File: config.mk
export PLATFORM = sky130hd
export DESIGN_NAME = seq_alu
export DESIGN_NICKNAME = d
export VERILOG_FILES = /design/src/rtl/seq_alu.sv
export SDC_FILE = /design/constraint.sdc
export NUM_CORES = 1
export LEC_CHECK = 0
export BUFFER_PORTS_ARGS = -buffer_cell sky130_fd_sc_hd__buf_2
export CORE_ASPECT_RATIO = 2
export CORE_UTILIZATION = 40
export CTS_CLUSTER_SIZE = 12
export DETAILED_ROUTE_END_ITERATION = 16
export MAX_ROUTING_LAYER = met4
export SLEW_MARGIN = 15
export SYNTH_ARGS = -nofsm -noshare
export SYNTH_HDL_FRONTEND = slang
export SYNTH_SLANG_ARGS = --single-unit
export TNS_END_PERCENT = 20
File: constraint.sdc
create_clock -name clk -period 3.4 [get_ports clk]
set_input_delay 0.34 -clock clk [delete_from_list [all_inputs] [get_ports clk]]
set_output_delay 0.34 -clock clk [all_outputs]
set_load 0.01 [all_outputs]
File: src/rtl/seq_alu.sv
// Sequential ALU with a valid/ready handshake on both sides.
// Single-cycle ops (ADD, SUB, AND, NOT, OR, XOR, SHL) finish on the accepting
// edge. MUL runs an unsigned shift-add loop, one multiplier bit per edge.
// Results and flags are registered and held until the consumer accepts them.
// The result stage passes through, so a new bundle can be accepted on the
// same edge that the consumer takes the previous result.
module seq_alu #(
    parameter int WIDTH = 16
) (
    input  logic             clk,
    input  logic             reset,
    input  logic             in_valid,
    output logic             in_ready,
    input  logic [WIDTH-1:0] Ain,
    input  logic [WIDTH-1:0] Bin,
    input  logic [2:0]       ALUop,
    output logic             out_valid,
    input  logic             out_ready,
    output logic [WIDTH-1:0] out,
    output logic             Z,
    output logic             V,
    output logic             N,
    output logic             C,
    output logic             busy
);

    // Bits of Bin that select the shift amount; this width also covers the multiply bit counter.
    localparam int SW = $clog2(WIDTH);

    typedef enum logic [1:0] {
        IDLE,
        MUL,
        DONE
    } state_t;

    typedef enum logic [2:0] {
        OP_ADD = 3'b000,
        OP_SUB = 3'b001,
        OP_AND = 3'b010,
        OP_NOT = 3'b011,
        OP_OR  = 3'b100,
        OP_XOR = 3'b101,
        OP_SHL = 3'b110,
        OP_MUL = 3'b111
    } op_t;

    state_t state, state_next;

    logic       accept;
    logic       start_mul;
    logic       mul_last;
    op_t        op;

    // Single-cycle ALU results
    logic [WIDTH-1:0] alu_res;
    logic             alu_c;
    logic             alu_v;
    logic [WIDTH:0]   sum_wide;
    logic [WIDTH-1:0] diff;
    logic [WIDTH:0]   shl_wide;

    // Shift-add multiplier state
    logic [2*WIDTH-1:0] mcand;
    logic [WIDTH-1:0]   mplier;
    logic [2*WIDTH-1:0] acc;
    logic [2*WIDTH-1:0] acc_next;
    logic [SW-1:0]      cnt;

    assign op        = op_t'(ALUop);
    assign accept    = in_valid && in_ready;
    assign start_mul = accept && (op == OP_MUL);
    assign mul_last  = (state == MUL) && (cnt == SW'(WIDTH - 1));
    assign acc_next  = acc + (mplier[0] ? mcand : '0);

    // State register
    always_ff @(posedge clk or posedge reset) begin
        if (reset) begin
            state <= IDLE;
        end else begin
            // NOTE: sequential state always uses non-blocking assignment so every
            // register samples pre-edge values regardless of statement order.
            state <= state_next;
        end
    end

    // Next-state logic and handshake outputs
    always_comb begin
        // NOTE: every output gets a default first so no path leaves it
        // unassigned, which would otherwise infer a latch.
        state_next = state;
        in_ready   = 1'b0;
        out_valid  = 1'b0;
        busy       = 1'b0;
        case (state)
            IDLE: begin
                in_ready = 1'b1;
                if (accept) begin
                    state_next = start_mul ? MUL : DONE;
                end
            end
            MUL: begin
                busy = 1'b1;
                if (mul_last) begin
                    state_next = DONE;
                end
            end
            DONE: begin
                out_valid = 1'b1;
                in_ready  = out_ready;
                if (accept) begin
                    state_next = start_mul ? MUL : DONE;
                end else if (out_ready) begin
                    state_next = IDLE;
                end
            end
            default: state_next = IDLE;
        endcase
    end

    // Single-cycle operation results and carry/overflow flags
    always_comb begin
        sum_wide = {1'b0, Ain} + {1'b0, Bin};
        diff     = Ain - Bin;
        // Widening by one bit keeps the last bit shifted out, and gives 0 for a zero shift.
        shl_wide = {1'b0, Ain} << Bin[SW-1:0];
        alu_res  = '0;
        alu_c    = 1'b0;
        alu_v    = 1'b0;
        case (op)
            OP_ADD: begin
                alu_res = sum_wide[WIDTH-1:0];
                alu_c   = sum_wide[WIDTH];
                alu_v   = (Ain[WIDTH-1] == Bin[WIDTH-1]) &&
                          (sum_wide[WIDTH-1] != Ain[WIDTH-1]);
            end
            OP_SUB: begin
                alu_res = diff;
                alu_c   = (Ain >= Bin);
                alu_v   = (Ain[WIDTH-1] != Bin[WIDTH-1]) &&
                          (diff[WIDTH-1] != Ain[WIDTH-1]);
            end
            OP_AND: alu_res = Ain & Bin;
            OP_NOT: alu_res = ~Bin;
            OP_OR:  alu_res = Ain | Bin;
            OP_XOR: alu_res = Ain ^ Bin;
            OP_SHL: begin
                alu_res = shl_wide[WIDTH-1:0];
                alu_c   = shl_wide[WIDTH];
            end
            default: begin
                alu_res = '0;
            end
        endcase
    end

    // Multiplier iteration and the registered result/flags
    always_ff @(posedge clk or posedge reset) begin
        if (reset) begin
            mcand  <= '0;
            mplier <= '0;
            acc    <= '0;
            cnt    <= '0;
            out    <= '0;
            Z      <= 1'b0;
            V      <= 1'b0;
            N      <= 1'b0;
            C      <= 1'b0;
        end else if (accept) begin
            if (start_mul) begin
                mcand  <= {{WIDTH{1'b0}}, Ain};
                mplier <= Bin;
                acc    <= '0;
                cnt    <= '0;
            end else begin
                out <= alu_res;
                Z   <= (alu_res == '0);
                V   <= alu_v;
                N   <= alu_res[WIDTH-1];
                C   <= alu_c;
            end
        end else if (state == MUL) begin
            acc    <= acc_next;
            mcand  <= mcand << 1;
            mplier <= mplier >> 1;
            cnt    <= cnt + SW'(1);
            if (mul_last) begin
                out <= acc_next[WIDTH-1:0];
                Z   <= (acc_next[WIDTH-1:0] == '0);
                V   <= |acc_next[2*WIDTH-1:WIDTH];
                N   <= acc_next[WIDTH-1];
                C   <= 1'b0;
            end
        end
    end

endmodule

==> flow_summary.ini, run 1 <==
[run_status]
outcome = finished with violations
violations = DRC, setup timing

[synth]
yosysWarnings = 0
synth_area_leaders = dfrtp_1 (27%), ha_1 (11%), nand2_1 (5.8%), o21ai_0 (4.0%), a21oi_1 (4.0%)
synth_area_sq_mm = 0.009707
synth_most_common_cell = nand2_1
synth_seq_area_share_pct = 27.07
synth.distinct_cells = 78
synth_fp_nets = 1344
syn_area_per_cell_sq_um = 7.969
synth_top_area_share_pct = 27.07
async_reset_ff_share_pct = 100.0
synth_top_area_cell = dfrtp_1
synthFlopType = dfrtp_1
synth_edf_count = 0
synth-seq-cells = 105
syn_inst = 1218
synth.top_cells.by_count = nand2_1 (151), dfrtp_1 (105), nor2_1 (99)

[job]
cap_viol_max_count = 0

[clock_tree]
cts_tree = yes
htreeDepth = 3
numCtsBuffers = 9
cts-root-buf = clkbuf_16
hold_buffers = 0
cts_max_path_buffers = 2
cts.sinks = 105
clkSlewWorstSetupHoldPaths_ns = 0.08
clk_latency_ns = 0.38

[pwr]
powerDensity_mw_per_mm2 = 615.7
power_mw = 7.278
power_leakage_nw = 5.606
max-vdd-ir-drop_mv = 0.2697

[critical_path]
max_stage_delay_ns = 0.54
crit_start = mplier[0]
path_class = flop to flop
crit_path_max_fanout = 6
cpMostUsedCell = o211ai_1
cpMaxStageDelayCell = or4_1
reg2reg_from = mplier[0]
arrival_ns = 3.71
r2r_cells = 12
r2r-end = V
endpoint_kind = flop
crit_chain = buf_6 > and2_4 > ha_4 > o211ai_1 > o211ai_1 > a211oi_2 > o221ai_2 > xor2_1 > or4_1 > nor4_2 > and4b_1 > a31oi_1
critPathRequiredTime_ns = 3.65
reg2reg_slack_ns = -0.06
cp-start-kind = flop

[floorplanning]
io_pins = 62
rows = 80
die_y_um = 222.3
die_area_sq_mm = 0.02493
initial_utilization_pct = 40.75
fp.dieW_um = 112.2
core_region_area_sq_mm = 0.02382

[place]
globalplace.congestion = 0.9946
pre_cts_slack_ns = -0.1266
dpl.cell_count = 1644
dp_hpwl_mm = 31.57
placed_area_sq_mm = 0.01127
port_buffers = 61

[sta]
tightest_slew_ns = 0.8122
tns_ns = -0.05936
holdWs_ns = 0.04961
post-route-min-period_ns = 3.459
finalMaxSlewViolations = 0
finalCritPeriodShare_pct = 101.7
hold_viol_final = 0
maxSlewHeadroom_pct = 45.74
finalClockSkew_ns = 0.01160
fmax_mhz = 289.1
grt_setup_unrepaired = true
fin_ws_ns = -0.05936
setup_violations = 1

[global_route]
grt_max_degree = 57
grt_pass1_wl_mm = 57.98
antenna_found_initial = 0
grtUsageTotal_pct = 32.12
grt_overflow = 0
grt_pass1_vias = 10340

[cells_and_area]
num-fill-cells = 2428
antenna_cells = 0
nNetsFinal = 1505
drive_above_1_share_pct = 21.75
multiInputGateArea_sq_mm = 0.006721
instances_no_fill = 1671
regArea_sq_mm = 0.002629
final_util_pct = 49.62
fin_area_sq_mm = 0.01182
syn_to_final_growth_pct = 21.77

[routing]
wirelength_mm = 38.29
vias = 9949
dr.pass1.iters = 11
wl_per_cell_um = 22.92
vias_per_cell = 5.954
drtIter0Drc = 568
drc = 2
ant_nets = 0

[worst_hold_path]
hold_path.class = input pin to asynchronous set/reset pin
[area by class of cell]
class,count,area share [%]
multi-input combinational,975,56.86
sequential,105,22.24
clock buffer,10,1.937
timing repair buffer,226,13.31
inverter,62,1.990
clock inverter,6,0.6245
tap,287,3.038
[how the worst max path moves through the flow]
stage               endpoint  cells after the start  slack [ns]
floorplan                  Z                     13        0.28
global placement           V                     12       -0.08
detailed placement         V                     12       -0.13
CTS                        Z                     12       -0.02
global route               V                     12       -0.20
finish                     V                     12       -0.06
[critical path, delay by kind of cell, from the launching register on]
| kind | cells | cell delay (ns) |
|---|---|---|
| compound gates | 5 | 1.02 |
| xor+xnor | 1 | 0.20 |
| fa+ha+maj | 1 | 0.21 |
| buf+inv | 1 | 0.16 |
| flops | 1 | 0.46 |
| simple gates | 4 | 1.27 |
[kinds of logic (layout without fill, tap and decap cells)]
family                   count (synthesis)  in the layout  synth area share, %
buffers and inverters                  138            304                5.581
multiplexers                            38             38                4.524
XOR/XNOR                                42             42                3.790
adder cells (fa/ha/maj)                 87             87                11.45
AND/OR/NAND/NOR                        411            411                20.07
flip-flops                             105            105                27.07
AO/OA/AOI/OAI                          397            397                27.52
[where the power goes]
group          leakage (nW)  internal (mW)  switching [mW]
logic                  4.13           1.89            2.34
clock network         0.142          0.581           0.511
registers              1.33           1.63           0.325
[sequential cells by signal, indices dropped and copies added, names as in the netlist, 2 cells and up]
| signal | flops |
|---|---|
| acc | 32 |
| cnt | 4 |
| mcand | 32 |
| mplier | 16 |
| out | 16 |
| state | 2 |
[layout by cell type (no fill, tap or decap), types with 8 or more instances in the layout]
cell type | netlist | routed
nand4_1 | 9 | 9
mux2i_1 | 27 | 27
a211oi_1 | 17 | 17
nand2_1 | 151 | 150
inv_1 | 59 | 58
nor2_1 | 99 | 98
ha_1 | 84 | 78
a21oi_1 | 77 | 69
o31ai_1 | 9 | 9
o22ai_1 | 10 | 10
xor2_1 | 20 | 20
buf_2 | 13 | 61
and3_1 | 11 | 11
dfrtp_1 | 105 | 104
a21oi_2 | 0 | 8
buf_4 | 2 | 162
a22o_1 | 39 | 39
and2_1 | 36 | 34
a31oi_1 | 47 | 47
nor2b_1 | 13 | 13
nor3_1 | 23 | 23
a21o_1 | 18 | 18
o211ai_1 | 14 | 14
a221oi_1 | 8 | 8
nand2b_1 | 18 | 18
o21ai_1 | 6 | 8
xnor2_1 | 22 | 22
clkbuf_16 | 0 | 9
nand3_1 | 13 | 12
o21ai_0 | 78 | 75
[repair_timing]
action,CTS,global route
setup endpoints to repair,3,7
pin swaps,0,17
setup buffers,0,11
resized for setup,2,30
hold endpoints to repair,0,0
[per-layer routing]
| layer | vias up | global-route usage, % | wire length, um |
|---|---|---|---|
| li1 | 4738 | - | - |
| met1 | 4816 | 26.77 | 11980 |
| met2 | 248 | 61.77 | 21490 |
| met3 | 147 | 3.191 | 1025 |
| met4 | 0 | 27.48 | 3805 |
| met5 | - | - | 0 |
Note: power is estimated with default switching activity, not from simulation.
==> run 2, diff against run 1 <==
- ABC_AREA: not set -> 1
- CORE_UTILIZATION: 40 -> 50
- PLACE_DENSITY: not set -> 0.67
==> flow_summary.ini, run 2 <==
[run_status]
outcome = complete, no violations

[pwr]
powerDensity_mw_per_mm2 = 728.4
max-vdd-ir-drop_mv = 0.5604
power_leakage_nw = 6.602
power_mw = 8.557

[floorplanning]
die_y_um = 210.4
io_pins = 62
initial_utilization_pct = 51.43
rows = 75
core_region_area_sq_mm = 0.02111
die_area_sq_mm = 0.02234
fp.dieW_um = 106.2

[sta]
setup_violations = 0
post-route-min-period_ns = 3.155
hold_viol_final = 0
maxSlewHeadroom_pct = 36.70
tightest_slew_ns = 0.9460
grt_setup_unrepaired = false
finalCritPeriodShare_pct = 92.78
tns_ns = 0
finalMaxSlewViolations = 0
fmax_mhz = 317.0
finalClockSkew_ns = 0.01037

[global_route]
grt_max_degree = 60
grt_pass1_wl_mm = 66.82
grt_pass1_vias = 12000
grtUsageTotal_pct = 42.33
grt_overflow = 0
antenna_found_initial = 0

[cells_and_area]
syn_to_final_growth_pct = 8.193
fin_area_sq_mm = 0.01175
antenna_cells = 0
drive_above_1_share_pct = 8.000
nNetsFinal = 1971
instances_no_fill = 2119
final_util_pct = 55.64
layout_commonest_cell = nand2_1
top_regs = acc: 32 flops, mcand: 32 flops
mostFrequentLayoutCells = nand2_1 (609), inv_1 (278), nor2_1 (189), nand3_1 (144), dfrtp_1 (105)

[synth]
synthSimpleGateAreaFrac_pct = 39.02
synth_top_area_cell = dfrtp_1
synth_most_common_cell = nand2_1
synthFlopType = dfrtp_1
muxShareOfSynthArea_pct = 0
synth_top_family_by_area = simple AND/OR/NAND/NOR gates
synth_seq_area_share_pct = 24.20
synth_top_area_share_pct = 24.20
yosys.area_share.adder_pct = 10.23
synth.top_cells.by_count = nand2_1 (611), inv_1 (279), nor2_1 (189)
synth_edf_count = 0
synth-xor-area-share_pct = 1.210
syn_inst = 1801
synth_fp_nets = 1927
synth-seq-cells = 105
synth_area_sq_mm = 0.01086
synth_compound_area_share_pct = 12.27
synth_area_leaders = dfrtp_1 (24%), nand2_1 (21%), ha_1 (9.7%), inv_1 (9.6%), nand3_1 (6.6%)
syn_area_per_cell_sq_um = 6.029
yosysWarnings = 0
synth.distinct_cells = 45
async_reset_ff_share_pct = 100.0

[critical_path]
crit_start = mplier[0]
critPathRequiredTime_ns = 3.66
r2r-end = V
cp-start-kind = flop
reg2reg_from = mplier[0]
reg2reg_slack_ns = 0.25
crit_path_max_fanout = 17
arrival_ns = 3.42
cp_num_buf_inv = 2
path_class = flop to flop
crit_family = simple AND/OR/NAND/NOR gates
cpMostUsedCell = nand2_1
crit_chain = buf_4 > nand2_1 > inv_1 > ha_1 > fa_2 > nand3_1 > nand2_1 > nand2_1 > nand2_1 > nand2_1 > nand2_2 > nand2_1 > nand2_1 > nand2_1 > nand2_2 > nor2_1 > nand2_1 > nor2_1 > nand3_1 > nand2_1 > nand2_1
r2r_cells = 21
endpoint_kind = flop
max_stage_delay_ns = 0.40
cpMaxStageDelayCell = fa_2

[worst_hold_path]
hold_path.class = input pin to asynchronous set/reset pin

[clock_tree]
htreeDepth = 3
cts_max_path_buffers = 2
cts.sinks = 105
numCtsBuffers = 9
clk_latency_ns = 0.37
clkSlewWorstSetupHoldPaths_ns = 0.08
cts-root-buf = clkbuf_16
cts_tree = yes

[place]
port_buffers = 61
globalplace.congestion = 1.059
dpl.cell_count = 2103
dp_hpwl_mm = 36.73
placed_area_sq_mm = 0.01144

[routing]
ant_nets = 0
drtIter0Drc = 798
vias_per_cell = 5.701
wl_per_cell_um = 21.24
drc = 0
dr.pass1.iters = 6
vias = 12080
wirelength_mm = 45.00

[job]
cap_viol_max_count = 0
## run 2: changes by cell type after synthesis, sizes merged, moves of 17 or more
cell	previous run	this run
clkbuf	60	19
o21ai	87	54
nand2b	18	0
nor2	99	196
nand2	151	617
mux2i	27	0
a21o	18	1
a22o	39	17
and2	36	5
o22ai	10	27
nand3	13	147
inv	59	285
buf	16	43
a211oi	19	2
## run 2: final cells by class
type | instances | area [sq um]
inverters | 286 | 1076
repair buffers | 95 | 585.6
multi-input cells | 1348 | 6824
well taps | 269 | 336.6
fillers | 2291 | 9366
flip-flops and latches | 105 | 2628
clock inverters | 7 | 72.57
clock buffers | 9 | 225.2
## run 2: timing repair
action | 4_1_cts | 5_1_grt
buffers inserted | 0 | 0
resized for setup | 0 | 3
hold buffers | 0 | 0
setup endpoints to repair | 0 | 1
## run 2: cell families after synthesis
| logic type | count (synthesis) |
|---|---|
| fa+ha+maj | 87 |
| xor+xnor | 15 |
| compound gates | 223 |
| buf+inv | 348 |
| simple gates | 1023 |
| flops | 105 |
## run 2: worst max path at each step
| stage | endpoint | cells after the start |
|---|---|---|
| after floorplan | C | 1 |
| after global placement | V | 21 |
| after detailed placement | V | 21 |
| after CTS | V | 21 |
| after global routing | V | 21 |
| final | V | 21 |
## run 2: layer usage
metal | vias up | wire length [um] | track usage [%]
met4 | 0 | 5857 | 45.55
met1 | 5519 | 13280 | 33.34
met5 | - | 0 | -
met3 | 259 | 2164 | 6.895
met2 | 506 | 23700 | 76.78
li1 | 5796 | - | -
## run 2: through the flow
stage          setup WS [ns]  hold WS (ns)
4_1_cts               0.1844        0.1198
6_report              0.2453       0.09009
2_1_floorplan         0.2995        0.4529
3_3_place_gp          0.2234        0.4647
3_5_place_dp          0.1940        0.4683
5_1_grt              0.01659        0.1660
## run 2: power breakdown
group          total [mW]  switching, mW  internal [mW]
sequential           2.22          0.428           1.79
clock                1.06          0.547          0.518
combinational        5.27           3.52           1.75
==> run 3, diff against run 2 <==
- CORE_ASPECT_RATIO: 2 -> not set
==> flow_summary.ini, run 3 (same netlist as run 2, synthesis figures left out) <==
[run_status]
outcome = complete, no violations

[pwr]
power_leakage_nw = 6.541
seqPwrFrac_pct = 26.9
p_clk_share_pct = 13.3
comb_power_share_pct = 59.8
p_sw_share_pct = 50.15
max-vdd-ir-drop_mv = 0.3123
powerDensity_mw_per_mm2 = 698.9
intPower_mw = 4.062
power.switching_mw = 4.087

[cells_and_area]
layout_commonest_cell = nand2_1
drive_above_1_share_pct = 7.084
syn_to_final_growth_pct = 7.375
antenna_cells = 0
nNetsFinal = 1957
regArea_sq_mm = 0.002628
top_regs = acc: 32 flops, mcand: 32 flops
mostFrequentLayoutCells = nand2_1 (611), inv_1 (278), nor2_1 (189), nand3_1 (144), dfrtp_1 (105)
multiInputGateArea_sq_mm = 0.006817
num-fill-cells = 2245

[sta]
fmax_mhz = 338.1
maxSlewHeadroom_pct = 46.49
setup_violations = 0
finalCritPeriodShare_pct = 86.99
finalMaxSlewViolations = 0
fin_ws_ns = 0.4422
tightest_slew_ns = 0.8026
finalClockSkew_ns = 0.01592
grt_setup_unrepaired = false
post-route-min-period_ns = 2.958
hold_viol_final = 0
tns_ns = 0

[clock_tree]
clk_latency_ns = 0.35
cts_max_path_buffers = 2
clkSlewWorstSetupHoldPaths_ns = 0.08
htreeDepth = 3
numCtsBuffers = 9
postCtsSetupBuffers = 0
cts.sinks = 105
hold_buffers = 0
cts_tree = yes
cts-root-buf = clkbuf_16
cts_resized = 0

[critical_path]
crit_start = mplier[0]
cp-start-kind = flop
endpoint_kind = flop
arrival_ns = 3.21
crit_path_max_fanout = 31
path_class = flop to flop
r2r_cells = 21
critPathRequiredTime_ns = 3.65
reg2reg_from = mplier[0]

[routing]
drc = 0
dr.pass1.iters = 5
ant_nets = 0
vias_per_cell = 5.492
vias = 11590
wl_per_cell_um = 17.96
wirelength_mm = 37.89
drtIter0Drc = 946

[floorplanning]
fp.dieW_um = 149.4
io_pins = 62
die_y_um = 149.4
die_area_sq_mm = 0.02231
initial_utilization_pct = 51.33
rows = 53
core_region_area_sq_mm = 0.02115

[place]
globalplace.congestion = 1.043
dp_hpwl_mm = 30.73
port_buffers = 61
pre_cts_slack_ns = 0.4717

[global_route]
grt_pass1_wl_mm = 59.82
met3_usage_pct = 3.884
grtUsageMet1_pct = 45.42
use_met2_pct = 58.61
grt_overflow = 0
busiest_layer = met2
grt_max_degree = 62
grtUsageTotal_pct = 36.09
grt_pass1_vias = 11110
antenna_found_initial = 0

[job]
cap_viol_max_count = 0

[worst_hold_path]
hold_path.class = input pin to asynchronous set/reset pin
-- run 3: path summary, 6_finish.rpt --
path | end | slack, ns
max | V | 0.44
min | acc[3] | 0.12
max reg2reg | V | 0.44
min reg2reg | out[2] | 0.49
max in group asynchronous | mcand[29] | 2.48
min in group clk | mplier[4] | 0.27
-- run 3: final cells by class --
cell class | instances | area share, %
Timing Repair Buffer | 81 | 4.228
Multi-Input combinational cell | 1348 | 58.47
Sequential cell | 105 | 22.54
Inverter | 286 | 9.229
Clock inverter | 6 | 0.6546
Clock buffer | 9 | 1.932
Tap cell | 275 | 2.951
-- run 3: metal layers --
| metal | routed length, um | up-vias |
|---|---|---|
| met2 | 17610 | 416 |
| met5 | 0 | - |
| met3 | 2225 | 101 |
| li1 | - | 5765 |
| met1 | 16370 | 5306 |
| met4 | 1678 | 0 |
-- run 3: worst max-delay path, stage by stage, from the launching register on --
cell and delay (ns):
dfrtp_1 0.42, buf_12 0.18, nand2_1 0.08, inv_1 0.04
ha_1 0.24, fa_1 0.44, nand3_1 0.13, nand2_1 0.13
nand2_1 0.09, nand2_1 0.10, nand2_1 0.08, nand2_1 0.10
nand2_1 0.15, nand2_1 0.07, nand2_1 0.06, nand2_1 0.06
nor2_1 0.11, nand2_1 0.07, nor2_1 0.09, nand3_1 0.09
nand2_1 0.07, nand2_1 0.05
-- run 3: power groups by stage --
stage | clock (mW) | combinational (mW) | sequential (mW)
global placement | 0 | 4.75 | 2.19
CTS | 1.11 | 4.83 | 2.18
floorplan | 0 | 3.46 | 2.12
global route | 1.15 | 5.47 | 2.26
detailed placement | 0 | 4.80 | 2.20
finish | 1.09 | 4.87 | 2.19
-- run 3: metrics by stage --
stage	std cells	power (mW)	cell area [sq um]	hold WS, ns	util (%)
6_report	2110	8.148	11660	0.1225	55.11
3_5_place_dp	2095	6.995	11360	0.4720	53.69
3_3_place_gp	2095	6.938	11360	0.4695	53.69
5_1_grt	2110	8.880	11660	0.2009	55.11
4_1_cts	2110	8.118	11660	0.1551	55.11
2_1_floorplan	1801	5.577	10860	0.4529	-
